`src/rtl/stopwatch_sequencer.sv`:
```
// stopwatch_sequencer: run-control FSM for the stopwatch. Debounces the three
// buttons, drives the counter chain and display path, and requests display refreshes.
module stopwatch_sequencer #(
    parameter int DEBOUNCE_CYCLES = 10000,
    parameter int DB_W            = 14
) (
    input  logic       clk,
    input  logic       res,
    input  logic       btn_start_stop,
    input  logic       btn_lap,
    input  logic       btn_clear,
    input  logic       tick_100hz,
    input  logic       disp_ack,
    output logic       counter_ena,
    output logic       counter_clr,
    output logic       display_ena,
    output logic       disp_req,
    output logic [2:0] state
);
    // state   | meaning
    // IDLE    | stopped and cleared, display tracks counters
    // RUN     | counting, display tracks counters
    // LAP     | counting, display frozen on the lap time
    // STOP    | stopped, display tracks counters
    // LAPSTOP | stopped, display still frozen on the lap time
    localparam logic [2:0] ST_IDLE    = 3'b000;
    localparam logic [2:0] ST_RUN     = 3'b001;
    localparam logic [2:0] ST_LAP     = 3'b010;
    localparam logic [2:0] ST_STOP    = 3'b011;
    localparam logic [2:0] ST_LAPSTOP = 3'b100;

    localparam int B_START = 0;
    localparam int B_LAP   = 1;
    localparam int B_CLEAR = 2;

    localparam logic [DB_W-1:0] CNT_LAST = DB_W'(DEBOUNCE_CYCLES - 1);

    logic [2:0]      btn_raw;
    logic [2:0]      sync1_q, sync1_d;
    logic [2:0]      sync2_q, sync2_d;
    logic [2:0]      deb_q, deb_d;
    logic [2:0]      deb_dly_q, deb_dly_d;
    logic [2:0]      press_q, press_d;
    logic [DB_W-1:0] cnt_q [3];
    logic [DB_W-1:0] cnt_d [3];

    logic [2:0] state_q, state_d;
    logic       counter_ena_q, counter_ena_d;
    logic       counter_clr_q, counter_clr_d;
    logic       display_ena_q, display_ena_d;
    logic       disp_req_q, disp_req_d;
    logic       enter_q, enter_d;
    logic       rst_pend_q, rst_pend_d;
    logic       first_q, first_d;
    logic       clr_evt;
    logic       req_src;

    assign btn_raw = {btn_clear, btn_lap, btn_start_stop};

    // Counter only runs while the synchronised level disagrees with the accepted one.
    always_comb begin
        sync1_d   = btn_raw;
        sync2_d   = sync1_q;
        deb_dly_d = deb_q;
        press_d   = deb_q & ~deb_dly_q;
        deb_d     = deb_q;
        for (int i = 0; i < 3; i++) begin
            cnt_d[i] = '0;
            if (sync2_q[i] != deb_q[i]) begin
                if (cnt_q[i] == CNT_LAST) begin
                    deb_d[i] = sync2_q[i];
                end else begin
                    cnt_d[i] = cnt_q[i] + DB_W'(1);
                end
            end
        end
    end

    // Each branch tests presses in clear > start > lap order, only among valid ones.
    always_comb begin
        state_d = state_q;
        clr_evt = 1'b0;
        case (state_q)
            ST_IDLE: begin
                if (press_q[B_CLEAR]) begin
                    clr_evt = 1'b1;
                end else if (press_q[B_START]) begin
                    state_d = ST_RUN;
                end
            end
            ST_RUN: begin
                if (press_q[B_START]) begin
                    state_d = ST_STOP;
                end else if (press_q[B_LAP]) begin
                    state_d = ST_LAP;
                end
            end
            ST_LAP: begin
                if (press_q[B_START]) begin
                    state_d = ST_LAPSTOP;
                end else if (press_q[B_LAP]) begin
                    state_d = ST_RUN;
                end
            end
            ST_STOP: begin
                if (press_q[B_CLEAR]) begin
                    state_d = ST_IDLE;
                    clr_evt = 1'b1;
                end else if (press_q[B_START]) begin
                    state_d = ST_RUN;
                end
            end
            ST_LAPSTOP: begin
                if (press_q[B_CLEAR]) begin
                    state_d = ST_IDLE;
                    clr_evt = 1'b1;
                end else if (press_q[B_START]) begin
                    state_d = ST_LAP;
                end else if (press_q[B_LAP]) begin
                    state_d = ST_STOP;
                end
            end
            default: begin
                state_d = ST_IDLE;
                clr_evt = 1'b1;
            end
        endcase

        counter_ena_d = (state_d == ST_RUN) || (state_d == ST_LAP);
        display_ena_d = !((state_d == ST_LAP) || (state_d == ST_LAPSTOP));
        counter_clr_d = clr_evt;
        enter_d       = (clr_evt || (state_d != state_q)) && display_ena_d;
        rst_pend_d    = 1'b0;
        first_d       = rst_pend_q;

        req_src    = first_q || enter_q || (tick_100hz && display_ena_q);
        disp_req_d = disp_req_q ? !disp_ack : req_src;
    end

    always_ff @(posedge clk) begin
        if (res) begin
            sync1_q       <= '0;
            sync2_q       <= '0;
            deb_q         <= '0;
            deb_dly_q     <= '0;
            press_q       <= '0;
            cnt_q         <= '{default: '0};
            state_q       <= ST_IDLE;
            counter_ena_q <= 1'b0;
            counter_clr_q <= 1'b1;
            display_ena_q <= 1'b1;
            disp_req_q    <= 1'b0;
            enter_q       <= 1'b0;
            rst_pend_q    <= 1'b1;
            first_q       <= 1'b0;
        end else begin
            sync1_q       <= sync1_d;
            sync2_q       <= sync2_d;
            deb_q         <= deb_d;
            deb_dly_q     <= deb_dly_d;
            press_q       <= press_d;
            cnt_q         <= cnt_d;
            state_q       <= state_d;
            counter_ena_q <= counter_ena_d;
            counter_clr_q <= counter_clr_d;
            display_ena_q <= display_ena_d;
            disp_req_q    <= disp_req_d;
            enter_q       <= enter_d;
            rst_pend_q    <= rst_pend_d;
            first_q       <= first_d;
        end
    end

    assign counter_ena = counter_ena_q;
    assign counter_clr = counter_clr_q;
    assign display_ena = display_ena_q;
    assign disp_req    = disp_req_q;
    assign state       = state_q;

endmodule

```
`config.mk`:
```
export PLATFORM = sky130hd
export DESIGN_NAME = stopwatch_sequencer
export DESIGN_NICKNAME = d
export VERILOG_FILES = /design/src/rtl/stopwatch_sequencer.sv
export SDC_FILE = /design/constraint.sdc
export NUM_CORES = 1
export LEC_CHECK = 0
export ABC_CLOCK_PERIOD_IN_PS = 2190
export CORE_ASPECT_RATIO = 1.75
export CORE_MARGIN = 2
export CORE_UTILIZATION = 30
export DETAILED_ROUTE_END_ITERATION = 10
export GPL_ROUTABILITY_DRIVEN = 0
export PLACE_DENSITY = 0.55
export REMOVE_ABC_BUFFERS = 1
export SLEW_MARGIN = 10
export SYNTH_ARGS = -nofsm -noshare
export SYNTH_HDL_FRONTEND = slang
export SYNTH_SLANG_ARGS = --single-unit
```
`constraint.sdc`:
```
create_clock -name clk -period 2.19 [get_ports clk]
set_clock_uncertainty 0.1 [all_clocks]
set_input_delay 0.438 -clock clk [delete_from_list [all_inputs] [get_ports clk]]
set_output_delay 0.438 -clock clk [all_outputs]
set_load 0.005 [all_outputs]
```
Word-level counts from Yosys, hierarchy flattened
Index checks and enable logic that the tools add are counted.
{"block": "totals", "latchBits": 0, "regBits": 67, "romBits": 0, "ram_bits": 0, "word_cells": 73, "in_bits": 7, "memories": 0}
{"block": "classes", "bitwise": 5, "magnitude_cmp": 0, "n_mul": 0, "addsub": 3, "n_mux": 15, "eq_ne": 14, "n_div": 0, "reduce_logical": 18, "shifts": 0}
{"operator": "14-bit by 1-bit adder with 14-bit output, second input constant", "count": 3}
{"operator": "14-bit == test, second input constant", "count": 3}
{"operator": "3-bit two-way mux", "count": 10}
{"operator": "3-bit case mux with 5 select lines", "count": 1}
{"operator": "3-bit OR reduction", "count": 4}
{"operator": "3-bit by 2-bit == test with 1-bit output, second input constant", "count": 3}
{"operator": "3-bit by 1-bit == test with 1-bit output, second input constant", "count": 2}
{"operator": "3-bit == test, second input constant", "count": 2}
{"operator": "2-bit AND reduction", "count": 3}
{"operator": "1-bit logical OR", "count": 5}
{"operator": "3-bit bitwise AND", "count": 1}
{"operator": "3-bit zero test", "count": 1}
{"operator": "1-bit two-way mux", "count": 3}
{"operator": "1-bit inequality test", "count": 3}
{"operator": "3-bit inequality test", "count": 1}
{"operator": "1-bit inverter", "count": 3}
{"operator": "3-bit inverter", "count": 1}
{"operator": "1-bit logical AND", "count": 2}
{"operator": "1-bit zero test", "count": 2}
{"operator": "1-bit case mux with 2 select lines", "count": 1}
{"operator": "2-bit OR reduction", "count": 1}

Logic depth before layout (Yosys ltp)
Gate-level depths: netlist of the first run.
{"block": "logic_depth", "ltp_word": 8, "mapped_depth": 6, "ltp_nobuf": 6}

Worst setup path after synthesis of the first run
OpenSTA, ideal clock, no wires.
{"block": "synth_path", "kind": "reg2reg", "from": "register cnt_q[4] (netlist name)", "to": "register cnt_q[8] (netlist name)", "n_path_buf": 1, "path_slack_ps": 487, "path_stages_with_launch": 7, "arrival_ps": 1488, "period_less_slack_ps": 1703, "path_cell_list": "dfxtp_1 or4b_1 nor4_2 nand4_2 nand2_2 buf_12 nor2_2"}
{"block": "synth_via", "elab_chain_cells": 2, "elab_cells_between_ends": 3}
{"element": "from (decl)", "line_no": "44", "text": "logic [DB_W-1:0] cnt_q [3];"}
{"element": "from (signal assigned)", "line_no": "162", "text": "cnt_q <= cnt_d;"}
{"element": "branches (longest 2 deep; another with 14-bit by 1-bit adder with 14-bit output)"}
Several ways; the timed one is not identified.
A chain may end at the register's enable or synchronous reset.

Final worst setup path of the first run
{"block": "layout_path", "from": "register state_q[0] (netlist: state[0])", "to": "output port state[0]"}
{"element": "from (decl)", "line_no": "47", "text": "logic [2:0] state_q, state_d;"}
{"element": "from (signal assigned)", "line_no": "163", "text": "state_q <= state_d;"}
{"element": "to (decl)", "line_no": "18", "text": "output logic [2:0] state"}
No word-level cell between the ends.

==> Implementation_results.wiki, run 1 <==
{| class="wikitable"
! Metric !! Value
|-
| Count of cell types in the netlist || 39
|-
| Inserted Diodes || 0
|-
| Cell chain of the critical path || clkdlybuf4s50_1
|-
| Buf+Inv Stages, Crit Path || 1
|-
| Worst IR Drop VDD || 0.437 mV
|-
| Measured slew at the worst slew-check pin || 414 ps
|-
| Number of top-level pins || 14
|-
| Detailed-route via count || 1923
|-
| Number of buffers between clock root and the deepest sink || 2
|-
| Post-synthesis instance total || 279
|-
| Result of the run || finished, final reports clean
|-
| Register bit count reported by yosys || 67
|-
| Height of the die || 129 um
|-
| Cell family with the largest share of critical-path delay || buffers and inverters
|-
| Via count of the first global-routing pass || 1853
|-
| Cell types with the largest area share after synthesis || sky130_fd_sc_hd__dfxtp_1 50%, sky130_fd_sc_hd__xor2_1 7.5%, sky130_fd_sc_hd__nor2_1 6.2%
|-
| DR vias/cell || 4.58
|-
| Top-count cell post-synth || sky130_fd_sc_hd__dfxtp_1
|-
| RSZ-0062 raised after global routing || no
|-
| 1st-pass router iterations || 5
|-
| Ratio of cells with drive above 1 in the final layout || 0.119
|-
| Critical Path RT || 1650 ps
|-
| Net count, final || 308
|-
| Die Area || 0.00975 sq mm
|-
| Post-CTS Setup Inserts || 0
|-
| Total power density per cell area || 869 mW/mm^2
|-
| TritonCTS clock tree || built
|-
| Synthesized cell area || 0.00268 sq mm
|-
| Initial cell density of the core || 0.310
|-
| Peak Freq || 501 MHz
|-
| Input/output buffers || 13
|-
| Smallest hold slack || 280 ps
|-
| Area of the placeable core || 0.00867 sq mm
|-
| Critical Path AT || 1460 ps
|-
| GRT overflow || 0
|-
| Crit path time final || 2000 ps
|-
| Warnings, synthesis || 0
|-
| Max-slew violation count || 0
|-
| Register area share after synthesis || 0.500
|-
| Clock edge transition at the registers on the reported setup and hold paths || 50 ps
|-
| Horizontal extent of the die || 75.5 um
|-
| Crit path max fanout || 12
|-
| Path type of the worst min-delay path || register to register
|-
| Main flop type after synthesis || sky130_fd_sc_hd__dfxtp_1
|-
| Maximum cell stage delay along the critical path || 580 ps
|-
| Leading area contributor after synthesis || sky130_fd_sc_hd__dfxtp_1
|-
| Layout area overhead || 21.5%
|-
| Critical Path Start Type || register
|-
| Overall global routing resource usage || 0.105
|-
| CTS Buf Count || 9
|-
| Hold Violations, Final || 0
|-
| Critical Path End Type || output pin
|-
| Initial DRC count || 74
|-
| Average instance area after synthesis || 9.62 sq um
|-
| Final HPWL DP || 3160 um
|-
| Total negative slack || 0 ps
|-
| Wire length reported by the detailed router || 4500 um
|-
| Total leakage power || 1.16 nW
|-
| Wire length per cell || 10.7 um
|-
| Cells resized by post-CTS repair || 0
|-
| Residual antenna-violating net count after detailed routing || 0
|-
| Number of antenna violations at the first check in global routing || 0
|-
| First-pass GRT wire length || 7620 um
|-
| Row count || 45
|-
| Type of the worst setup path || register to output pin
|-
| FILL cells || 923
|-
| Number of maximum-capacitance constraint violations || 0
|-
| Number of DRC violations after detailed routing || 0
|-
| Highest-delay cell along the critical path || sky130_fd_sc_hd__clkdlybuf4s50_1
|-
| Clock latency of the later-clocked register in the worst-skew pair || 330 ps
|-
| Master cell of the clock root buffer || sky130_fd_sc_hd__clkbuf_16
|-
| Synth top cells by count || 67 x sky130_fd_sc_hd__dfxtp_1, 44 x sky130_fd_sc_hd__nor2_1, 23 x sky130_fd_sc_hd__xor2_1, 16 x sky130_fd_sc_hd__nor2b_1, 16 x sky130_fd_sc_hd__xnor2_1
|-
| H-Tree Level Count || 3
|-
| # clock sinks || 67
|-
| Synth async-reset ratio || 0
|-
| Portion of synthesized cell area occupied by the leading cell type || 0.500
|-
| Final setup vio count || 0
|-
| Largest net degree at the start of global routing || 14
|-
| CTS hold repair buffers || 0
|-
| Number of enable-type register cells in the synthesized netlist || 0
|-
| Share of the clock period used by the worst path after layout || 0.912
|-
| Worst relative slew slack || 0.723
|}
==> path summary, 6_finish.rpt <==
check	startpoint	end	slack, ps	cells past startpoint
min reg2reg	deb_dly_q[1]$_SDFF_PP0_	press_q[1]$_SDFF_PP0_	280	1
max	state[0]$_SDFF_PP0_	state[0]	190	1
max reg2reg	cnt_q[4]$_SDFF_PP0_	cnt_q[2]$_SDFF_PP0_	270	5
min	deb_dly_q[1]$_SDFF_PP0_	press_q[1]$_SDFF_PP0_	280	1
==> metal layers <==
layer	wire [um]	up-vias	GRT usage
met5	0	-	0
met4	189	0	0.0836
met3	119	13	0.0327
met2	2320	22	0.173
met1	1870	910	0.105
li1	-	978	-
==> power breakdown <==
part	leakage (nW)	total [W]	internal [W]	switching (W)
Sequential	0.542	0.00124	0.00123	0.00000495
Clock	0.159	0.00156	0.00106	0.000500
Combinational	0.457	0.0000429	0.0000236	0.0000192
==> state kept, by name (all words and copies together) (netlist names), 3 cells and up <==
register / count
cnt_q: 42
sync2_q: 3
press_q: 3
deb_dly_q: 3
sync1_q: 3
deb_dly_d: 3
state: 3
==> area by class of cell <==
class,instances,area [sq um],area share
inverters,2,7.51,0.00230
multi-input cells,203,1290,0.396
repair buffers,15,145,0.0445
flip-flops and latches,67,1340,0.411
well taps,117,146,0.0449
clock buffers,12,256,0.0787
clock inverters,4,72.6,0.0223
==> stage by stage <==
step	area, sq um	instances	setup WS (ps)	util	total power, W
after floorplan	2640	272	452	-	0.00128
after global placement	2930	404	226	0.338	0.00131
after detailed placement	2930	404	245	0.338	0.00131
after CTS	3260	420	165	0.376	0.00288
after global routing	3260	420	96.4	0.376	0.00294
final	3260	420	193	0.376	0.00283
==> cells by family after synthesis <==
logic type      share of synthesized area
compound gates                     0.0415
xor+xnor                            0.127
fa+ha+maj                          0.0140
buf+inv                            0.0191
flops                               0.500
mux                                0.0224
simple gates                        0.276
==> placed cells by master, fill, tap and decap left out, types with 2 or more instances in the layout <==
cell / n
sky130_fd_sc_hd__clkbuf_8: 2
sky130_fd_sc_hd__nand2_1: 15
sky130_fd_sc_hd__buf_4: 2
sky130_fd_sc_hd__clkdlybuf4s50_1: 13
sky130_fd_sc_hd__nor2_2: 10
sky130_fd_sc_hd__nor3_1: 4
sky130_fd_sc_hd__mux2i_1: 6
sky130_fd_sc_hd__and3_1: 11
sky130_fd_sc_hd__or3_1: 2
sky130_fd_sc_hd__a21oi_1: 5
sky130_fd_sc_hd__o21ai_0: 3
sky130_fd_sc_hd__nor4b_1: 3
sky130_fd_sc_hd__bufinv_16: 2
sky130_fd_sc_hd__xnor2_1: 16
sky130_fd_sc_hd__nand2b_1: 3
sky130_fd_sc_hd__nand3_1: 13
sky130_fd_sc_hd__nor2_1: 44
sky130_fd_sc_hd__nand4_1: 8
sky130_fd_sc_hd__clkbuf_16: 9
sky130_fd_sc_hd__dfxtp_1: 67
sky130_fd_sc_hd__xor2_1: 23
sky130_fd_sc_hd__nor2b_1: 16
sky130_fd_sc_hd__a211oi_1: 2
sky130_fd_sc_hd__ha_1: 3
sky130_fd_sc_hd__inv_1: 2
(Power assumes the default switching activity.)
==> run 2, diff against run 1 <==
- CELL_PAD_IN_SITES_DETAIL_PLACEMENT: default -> 0
- CELL_PAD_IN_SITES_GLOBAL_PLACEMENT: default -> 2
- GPL_TIMING_DRIVEN: default -> 0
- PLACE_DENSITY: 0.55 -> 0.73
==> run 2 against run 1 <==
  * Critical endpoint unchanged
  * Final cell count decreased by 0.48%
  * Die area unchanged
  * Routed wire length up 7.2%
  * Sequential share of layout area rose by 0.16 points
  * Fmax up 0.79%
  * Via count shrank 1.9%
==> Implementation_results.wiki, run 2 (synthesis results as in run 1) <==
{| class="wikitable"
! Metric !! Value
|-
| Reg2Reg Depth || 5 (unchanged)
|-
| Area of the placeable core || 0.00867 sq mm (unchanged)
|-
| Crit path max fanout || 12 (unchanged)
|-
| Final core utilization || 0.375 (-0.00144)
|-
| Clock latency of the later-clocked register in the worst-skew pair || 330 ps (about the same)
|-
| TritonCTS clock tree || built
|-
| Detailed-route via count || 1886 (-1.9%)
|-
| # clock sinks || 67 (unchanged)
|-
| Input/output buffers || 13 (unchanged)
|-
| Number of top-level pins || 14 (unchanged)
|-
| Crit path time final || 1980 ps (-15.6 ps)
|-
| Cells resized by post-CTS repair || 0 (unchanged)
|-
| Via count of the first global-routing pass || 1898 (+2.4%)
|-
| Cell family with the largest share of critical-path delay || buffers and inverters
|-
| Critical Path RT || 1650 ps (about the same)
|-
| Total power density per cell area || 874 mW/mm^2 (+0.57%)
|-
| Worst relative slew slack || 0.378 (-0.345)
|-
| Measured slew at the worst slew-check pin || 931 ps (+517 ps)
|-
| Commonest cells after routing, fill and taps aside || 67 x sky130_fd_sc_hd__dfxtp_1, 44 x sky130_fd_sc_hd__nor2_1, 23 x sky130_fd_sc_hd__xor2_1
|-
| Inserted Diodes || 0 (unchanged)
|-
| DR vias/cell || 4.51 (-1.5%)
|-
| Flip-flop count of the largest register, all copies and words added || 42 (unchanged)
|-
| 1st-pass router iterations || 6 (+1)
|-
| CTS Buf Count || 9 (unchanged)
|-
| First-pass GRT wire length || 8360 um (+9.7%)
|-
| Number of DRC violations after detailed routing || 0 (unchanged)
|-
| Result of the run || finished, final reports clean
|-
| Master cell of the clock root buffer || sky130_fd_sc_hd__clkbuf_16
|-
| Type of the worst setup path || register to output pin
|-
| Residual antenna-violating net count after detailed routing || 0 (unchanged)
|-
| CTS hold repair buffers || 0 (unchanged)
|-
| Number of antenna violations at the first check in global routing || 0 (unchanged)
|-
| Total stage count of the critical path || 1 (unchanged)
|-
| Total negative slack || 0 ps (unchanged)
|-
| Register with the most flip-flops || cnt_q
|-
| Wire length reported by the detailed router || 4830 um (+7.2%)
|-
| Layout area overhead || 21.0%
|-
| Row count || 45 (unchanged)
|-
| Height of the die || 129 um (unchanged)
|-
| Wire length per cell || 11.5 um (+7.8%)
|-
| RSZ-0062 raised after global routing || no
|-
| Total leakage power || 1.16 nW (about the same)
|-
| Commonest non-fill, non-tap cell in the layout || sky130_fd_sc_hd__dfxtp_1
|-
| GRT overflow || 0 (unchanged)
|-
| Final setup vio count || 0 (unchanged)
|-
| Net count, final || 306 (-0.65%)
|-
| Worst IR Drop VDD || 0.393 mV (-9.9%)
|-
| Max-slew violation count || 0 (unchanged)
|-
| Clock edge transition at the registers on the reported setup and hold paths || 50 ps (about the same)
|-
| Horizontal extent of the die || 75.5 um (unchanged)
|-
| Path type of the worst min-delay path || register to register
|-
| Number of maximum-capacitance constraint violations || 0 (unchanged)
|-
| Share of the clock period used by the worst path after layout || 0.905 (-0.00711)
|-
| Critical Path AT || 1440 ps (-20 ps)
|-
| Peak Freq || 505 MHz (+0.79%)
|-
| H-Tree Level Count || 3 (unchanged)
|-
| Critical Path End Type || output pin
|-
| Maximum cell stage delay along the critical path || 570 ps (about the same)
|-
| Initial DRC count || 34 (-54%)
|-
| Hold Violations, Final || 0 (unchanged)
|-
| Initial cell density of the core || 0.310 (unchanged)
|-
| Worst hold path stage count || 1 (unchanged)
|-
| Post-CTS Setup Inserts || 0 (unchanged)
|-
| Die Area || 0.00975 sq mm (unchanged)
|-
| Final HPWL DP || 3300 um (+4.3%)
|-
| Highest-delay cell along the critical path || sky130_fd_sc_hd__clkdlybuf4s50_1
|-
| Largest net degree at the start of global routing || 26 (+12)
|-
| Ratio of cells with drive above 1 in the final layout || 0.113 (-0.00586)
|-
| Critical Path Start Type || register
|-
| Cell chain of the critical path || clkdlybuf4s50_1
|-
| Number of buffers between clock root and the deepest sink || 2 (unchanged)
|-
| Overall global routing resource usage || 0.116 (+0.0106)
|-
| Buf+Inv Stages, Crit Path || 1 (unchanged)
|-
| Smallest hold slack || 280 ps (-0.119 ps)
|}
[run 2: final timing paths]
| path | slack [ps] | start | endpoint |
|---|---|---|---|
| setup / recovery | 210 | state[0]$_SDFF_PP0_ | state[0] |
| hold / removal | 280 | deb_dly_q[1]$_SDFF_PP0_ | press_q[1]$_SDFF_PP0_ |
| setup reg to reg | 260 | cnt_q[4]$_SDFF_PP0_ | cnt_q[2]$_SDFF_PP0_ |
| hold reg to reg | 280 | deb_dly_q[1]$_SDFF_PP0_ | press_q[1]$_SDFF_PP0_ |
[run 2: area by class of cell]
cell class	instances	area, sq um
flip-flops and latches	67	1340
repair buffers	13	133
clock buffers	12	256
inverters	2	7.51
multi-input cells	203	1290
fillers	921	5420
well taps	117	146
clock inverters	4	72.6
[run 2: metal layers]
metal / share of wire / GRT usage / wire, um / up-vias
li1: - / - / - / 967
met3: 0.034 / 0.0443 / 164 / 12
met2: 0.52 / 0.189 / 2510 / 21
met1: 0.42 / 0.121 / 2010 / 886
met4: 0.030 / 0.0712 / 146 / 0
met5: 0 / 0 / 0 / -
[run 2: power breakdown]
part,switching [W],internal [W],total (W)
logic,0.0000199,0.0000213,0.0000412
clock network,0.000506,0.00106,0.00156
registers,0.00000524,0.00123,0.00124
[run 2: through the flow]
step	cell area [sq um]	setup WS (ps)	std cells	total power, W
final	3250	208	418	0.00284
after global routing	3250	102	418	0.00295
after CTS	3250	71.7	418	0.00289
after detailed placement	2920	-264	402	0.00130
after global placement	2920	-282	402	0.00130
after floorplan	2640	452	272	0.00128
